[config.mk]
export PLATFORM = sky130hd
export DESIGN_NAME = ccff_loader
export DESIGN_NICKNAME = d
export VERILOG_FILES = /design/src/rtl/ccff_loader.sv
export SDC_FILE = /design/constraint.sdc
export NUM_CORES = 1
export LEC_CHECK = 0
export BUFFER_PORTS_ARGS = -buffer_cell sky130_fd_sc_hd__clkbuf_2
export CAP_MARGIN = 15
export CORE_AREA = 2 2 57 59
export DETAILED_ROUTE_END_ITERATION = 16
export DIE_AREA = 0 0 59 61
export PLACE_DENSITY = 0.8
export SYNTH_ARGS = -nofsm -noshare
export SYNTH_HDL_FRONTEND = slang
export SYNTH_SLANG_ARGS = --single-unit
[constraint.sdc]
create_clock -name prog_clk -period 2.95 [get_ports prog_clk]
set_input_delay 0.1475 -clock prog_clk [delete_from_list [all_inputs] [get_ports prog_clk]]
set_output_delay 0.1475 -clock prog_clk [all_outputs]
set_load 0.02 [all_outputs]
[src/rtl/ccff_loader.sv]
// Streams bitstream words MSB-first into a configuration flop chain, optionally
// comparing the chain tail against the bits sent to verify a previous load.
module ccff_loader #(
  parameter int WORD_W    = 8,
  parameter int CHAIN_LEN = 64,
  parameter int CNT_W     = $clog2(CHAIN_LEN + 1)
) (
  input  logic              prog_clk,
  input  logic              prog_reset,
  input  logic              start,
  input  logic              check_en,
  input  logic [WORD_W-1:0] word_data,
  input  logic              word_valid,
  output logic              word_ready,
  output logic              ccff_head,
  output logic              prog_clk_en,
  input  logic              ccff_tail,
  output logic              busy,
  output logic              done,
  output logic              mismatch,
  output logic [7:0]        err_cnt,
  output logic              isol_n
);

  typedef enum logic [1:0] {IDLE, FETCH, SHIFT, DONE} state_t;

  localparam int BW = $clog2(WORD_W + 1);
  localparam logic [CNT_W-1:0] LAST_BIT = CNT_W'(CHAIN_LEN - 1);

  state_t            state, state_nxt;
  logic              chk;
  logic [CNT_W-1:0]  bit_cnt;
  logic [WORD_W-1:0] sreg;
  logic [BW-1:0]     bits_left;
  logic              chain_full, word_empty, miss, mismatch_nxt;

  // The bit on the head this cycle is the last one the chain needs.
  assign chain_full   = prog_clk_en && (bit_cnt == LAST_BIT);
  assign word_empty   = (bits_left == '0);
  assign miss         = prog_clk_en && chk && (ccff_tail != ccff_head);
  assign mismatch_nxt = mismatch | miss;

  always_ff @(posedge prog_clk) begin
    if (prog_reset) state <= IDLE;
    else            state <= state_nxt;
  end

  always_comb begin
    state_nxt = state;
    case (state)
      IDLE:    if (start) state_nxt = FETCH;
      FETCH:   if (word_valid) state_nxt = SHIFT;
      SHIFT: begin
        if (chain_full)      state_nxt = DONE;
        else if (word_empty) state_nxt = FETCH;
      end
      DONE:    state_nxt = IDLE;
      default: state_nxt = IDLE;
    endcase
  end

  always_comb begin
    word_ready = (state == FETCH);
    busy       = (state != IDLE);
    done       = (state == DONE);
  end

  // Head and clock enable are registered; both default low so the head is
  // quiet whenever the chain is not shifting.
  always_ff @(posedge prog_clk) begin
    if (prog_reset) begin
      chk         <= 1'b0;
      bit_cnt     <= '0;
      sreg        <= '0;
      bits_left   <= '0;
      ccff_head   <= 1'b0;
      prog_clk_en <= 1'b0;
      mismatch    <= 1'b0;
      err_cnt     <= '0;
      isol_n      <= 1'b0;
    end else begin
      ccff_head   <= 1'b0;
      prog_clk_en <= 1'b0;
      if (prog_clk_en) bit_cnt <= bit_cnt + CNT_W'(1);
      if (miss) begin
        mismatch <= 1'b1;
        if (err_cnt != '1) err_cnt <= err_cnt + 8'd1;
      end
      case (state)
        IDLE: begin
          if (start) begin
            chk      <= check_en;
            bit_cnt  <= '0;
            mismatch <= 1'b0;
            err_cnt  <= '0;
            isol_n   <= 1'b0;
          end
        end
        FETCH: begin
          if (word_valid) begin
            ccff_head   <= word_data[WORD_W-1];
            prog_clk_en <= 1'b1;
            sreg        <= word_data << 1;
            bits_left   <= BW'(WORD_W - 1);
          end
        end
        SHIFT: begin
          // Include this cycle's compare so a failure on the final bit keeps isolation.
          if (chain_full) begin
            isol_n <= ~mismatch_nxt;
          end else if (!word_empty) begin
            ccff_head   <= sreg[WORD_W-1];
            prog_clk_en <= 1'b1;
            sreg        <= sreg << 1;
            bits_left   <= bits_left - BW'(1);
          end
        end
        default: ;
      endcase
    end
  end

endmodule

==> run metrics <==
power per cell area=roughly 800 mW/mm2; Yosys cell types=41; post-route ant nets=0; worst-path fanout max=6; Highest Clock Rate=just over 0.5 GHz; H-Tree Depth=2; FILL cells=~270; die span in y=61 um; clk buf depth=2; Setup TNS=0 ps; Row Count=20; post-DP HPWL=about 2500 um; synthesized flop and latch total=33; drt wl/cell=approximately 13 um; Period minus WS final=1980 ps; share of cells above drive strength 1=roughly a fifth; Crit. End Element=flip-flop; initial antenna violation count=0; TritonCTS clock tree=done; Post-Layout Cell Count=259; Crit path required time=around 3200 ps; Worst Path Arrival=around 2200 ps; Nets=between 200 and 250; HP Class=primary input to flip-flop; CP top delay family=simple AND/OR/NAND/NOR gates; final hold vios=0; Slew @ Worst Pin=approximately 710 ps; # DRC=0; routed vias/inst=between 5 and 6; hold_buf cts=0; global-route wire length before repair=a little under 6000 um; leakage=around 0.76 nW; postcts setup bufs=0; Routed WL=around 3500 um; Buffers on Ports=28; clock-pin slew on the worst setup and hold paths=around 100 ps; # clock sinks=33; VDD IR-drop max=between 0.5 and 0.6 mV; Critical Path Max Stage Delay=approximately 530 ps; max_cap viols=0; DR pass1 iterations=4; WP buf/inv=2; Syn Inst Count=197; CTS Buf Count=5; Crit Path Class=flip-flop to flip-flop; pin count of the biggest net entering global routing=18; clk_skew=roughly 12 ps; DR iter-0 viols=92; final total power=around 1.5 mW; worst skew pair latency=about 340 ps; Hold Slack=~24 ps; YS warnings=0; Starting Density=a little under three fifths; GP Congestion=roughly 0.8; syn nets=219; post-synthesis area per instance=about 8.6 um2; final period utilization=about 67%; total grt overflow=0; relative slew slack=52.8%; via count=between 1500 and 2000; RSZ-0062 raised after global routing=no; CP cell instances=inv_1 > ha_1 > inv_1 > nor3_1 > a211oi_1 > a211oi_1; sequential area share after synthesis=between 30% and 40%; GRT Overall Usage=between 20% and 30%; slowest CP cell=nor3_1; Post-Synthesis Cell Area=approximately 0.0017 mm2; antenna diode count=0; Max Slew Vio Count=0; setup violators final=0; # IOs=29; Worst setup SP type=flip-flop; Core Area=roughly 0.0030 mm2; Syn-to-layout area delta=11.7%; clk root buf=clkbuf_4; Chip Width=around 59 um; Post-CTS Resized=0; vias in the first global route=~1400; status=finished clean; post-placement cell count=roughly 250; die footprint=~0.0036 mm2
==> layout by cell type, fill, tap and decap left out, types with 2 or more instances in the layout <==
cell / synthesis / final
or4_1: 2 / 2
nor4_1: 2 / 2
a21oi_1: 12 / 12
a31o_2: 3 / 3
clkbuf_4: 0 / 5
and3_1: 5 / 5
nor2_1: 20 / 20
clkbuf_2: 0 / 28
o221a_2: 2 / 2
nand2_1: 19 / 19
nor2b_1: 2 / 2
o21ai_0: 6 / 6
xor2_1: 2 / 2
nand4_1: 6 / 6
nor3_1: 7 / 7
inv_1: 8 / 8
dfxtp_1: 33 / 33
ha_1: 8 / 8
xnor2_1: 5 / 5
o211ai_1: 2 / 2
nand2b_1: 2 / 2
clkinv_2: 0 / 2
mux2i_1: 8 / 8
or3_1: 2 / 2
nand3_1: 8 / 8
a211oi_1: 12 / 12
==> layer usage <==
| metal | GRT usage [%] | vias to the layer above | wire length (um) |
|---|---|---|---|
| met3 | 7.46 | 6 | 181 |
| met2 | 36.5 | 43 | 1600 |
| li1 | - | 773 | - |
| met1 | 26.3 | 703 | 1640 |
| met5 | 0 | - | 0 |
| met4 | 8.77 | 0 | 51 |
==> registers in the layout, summed over array words and instances, names as in the netlist <==
signal       count
ccff_head        1
state            2
mismatch         1
isol_n           1
prog_clk_en      1
chk              1
bits_left        4
err_cnt          8
bit_cnt          7
sreg             7
==> layout make-up <==
cell class              instances  area, um2  share of cell area [%]
multi-input cells             149        972                    51.3
flip-flops and latches         33        661                    34.9
repair buffers                 28        140                    7.39
clock buffers                   6       41.3                    2.18
well taps                      33       41.3                    2.18
inverters                       8       30.0                    1.58
clock inverters                 2       10.0                   0.528
==> Yosys cell counts <==
library cell / number / area [um2]
or4_1: 2 / 15.0
a211oi_1: 12 / 90.1
o21ai_0: 6 / 30.0
xor2_1: 2 / 17.5
or2_1: 1 / 6.26
dfxtp_1: 33 / 661
buf_2: 3 / 15.0
mux2i_1: 8 / 80.1
a31oi_1: 1 / 6.26
nand2_1: 19 / 71.3
o21ai_2: 1 / 8.76
nand3_4: 1 / 17.5
and3_1: 5 / 31.3
nand4_1: 6 / 37.5
nor3b_1: 1 / 7.51
nor4_1: 2 / 12.5
buf_1: 1 / 3.75
a21oi_2: 1 / 8.76
nor3_1: 7 / 35.0
buf_4: 1 / 7.51
nand4b_2: 1 / 15.0
nor3_2: 1 / 10.0
nand3_1: 8 / 40.0
o211ai_1: 2 / 15.0
o31ai_1: 1 / 7.51
nor2b_1: 2 / 12.5
xnor2_1: 5 / 43.8
ha_1: 8 / 100
or3b_2: 1 / 8.76
nor2_1: 20 / 75.1
nand2b_1: 2 / 12.5
or3_1: 2 / 12.5
a21oi_1: 12 / 60.1
clkbuf_1: 2 / 7.51
o2111a_1: 1 / 11.3
and2_1: 1 / 6.26
a221oi_1: 1 / 8.76
inv_1: 8 / 30.0
and3b_1: 1 / 8.76
a31o_2: 3 / 26.3
o221a_2: 2 / 22.5
==> cell families (layout without fill, tap and decap cells) <==
family	count (synthesis)	in the layout	synth area share [%]
xor+xnor	7	7	3.61
simple gates	83	83	25.7
fa+ha+maj	8	8	5.90
flops	33	33	38.9
compound gates	43	43	17.4
mux	8	8	4.72
buf+inv	15	44	3.76
==> power by group <==
| group | leakage (nW) | switching [mW] | internal (mW) |
|---|---|---|---|
| combinational | 0.462 | 0.402 | 0.260 |
| clock | 0.0320 | 0.154 | 0.0906 |
| sequential | 0.269 | 0.0615 | 0.522 |
==> per-stage QoR <==
step           utilization, %  setup slack (ps)  instance area (um2)
3_5_place_dp             62.5              1020                 1840
6_report                 64.2               974                 1900
2_1_floorplan               -              1210                 1700
5_1_grt                  64.2               800                 1900
3_3_place_gp             62.5              1030                 1840
4_1_cts                  64.2               974                 1900
==> worst paths after layout <==
check | start | end | slack (ps) | cells after the start
setup / recovery | state[0]$_SDFFE_PP0P_ | sreg[2]$_SDFFE_PP0P_ | 970 | 6
hold / removal | check_en | chk$_SDFFE_PP0P_ | 20 | 3
setup reg to reg | state[0]$_SDFFE_PP0P_ | sreg[2]$_SDFFE_PP0P_ | 970 | 6
hold reg to reg | sreg[1]$_SDFFE_PP0P_ | sreg[1]$_SDFFE_PP0P_ | 480 | 2
==> worst register-to-register path, stage by stage, from the launching register on <==
cell	delay, ps
dfxtp_1	400
inv_1	100
ha_1	350
inv_1	100
nor3_1	530
a211oi_1	160
a211oi_1	250
Note: power is estimated with default switching activity, not from simulation.
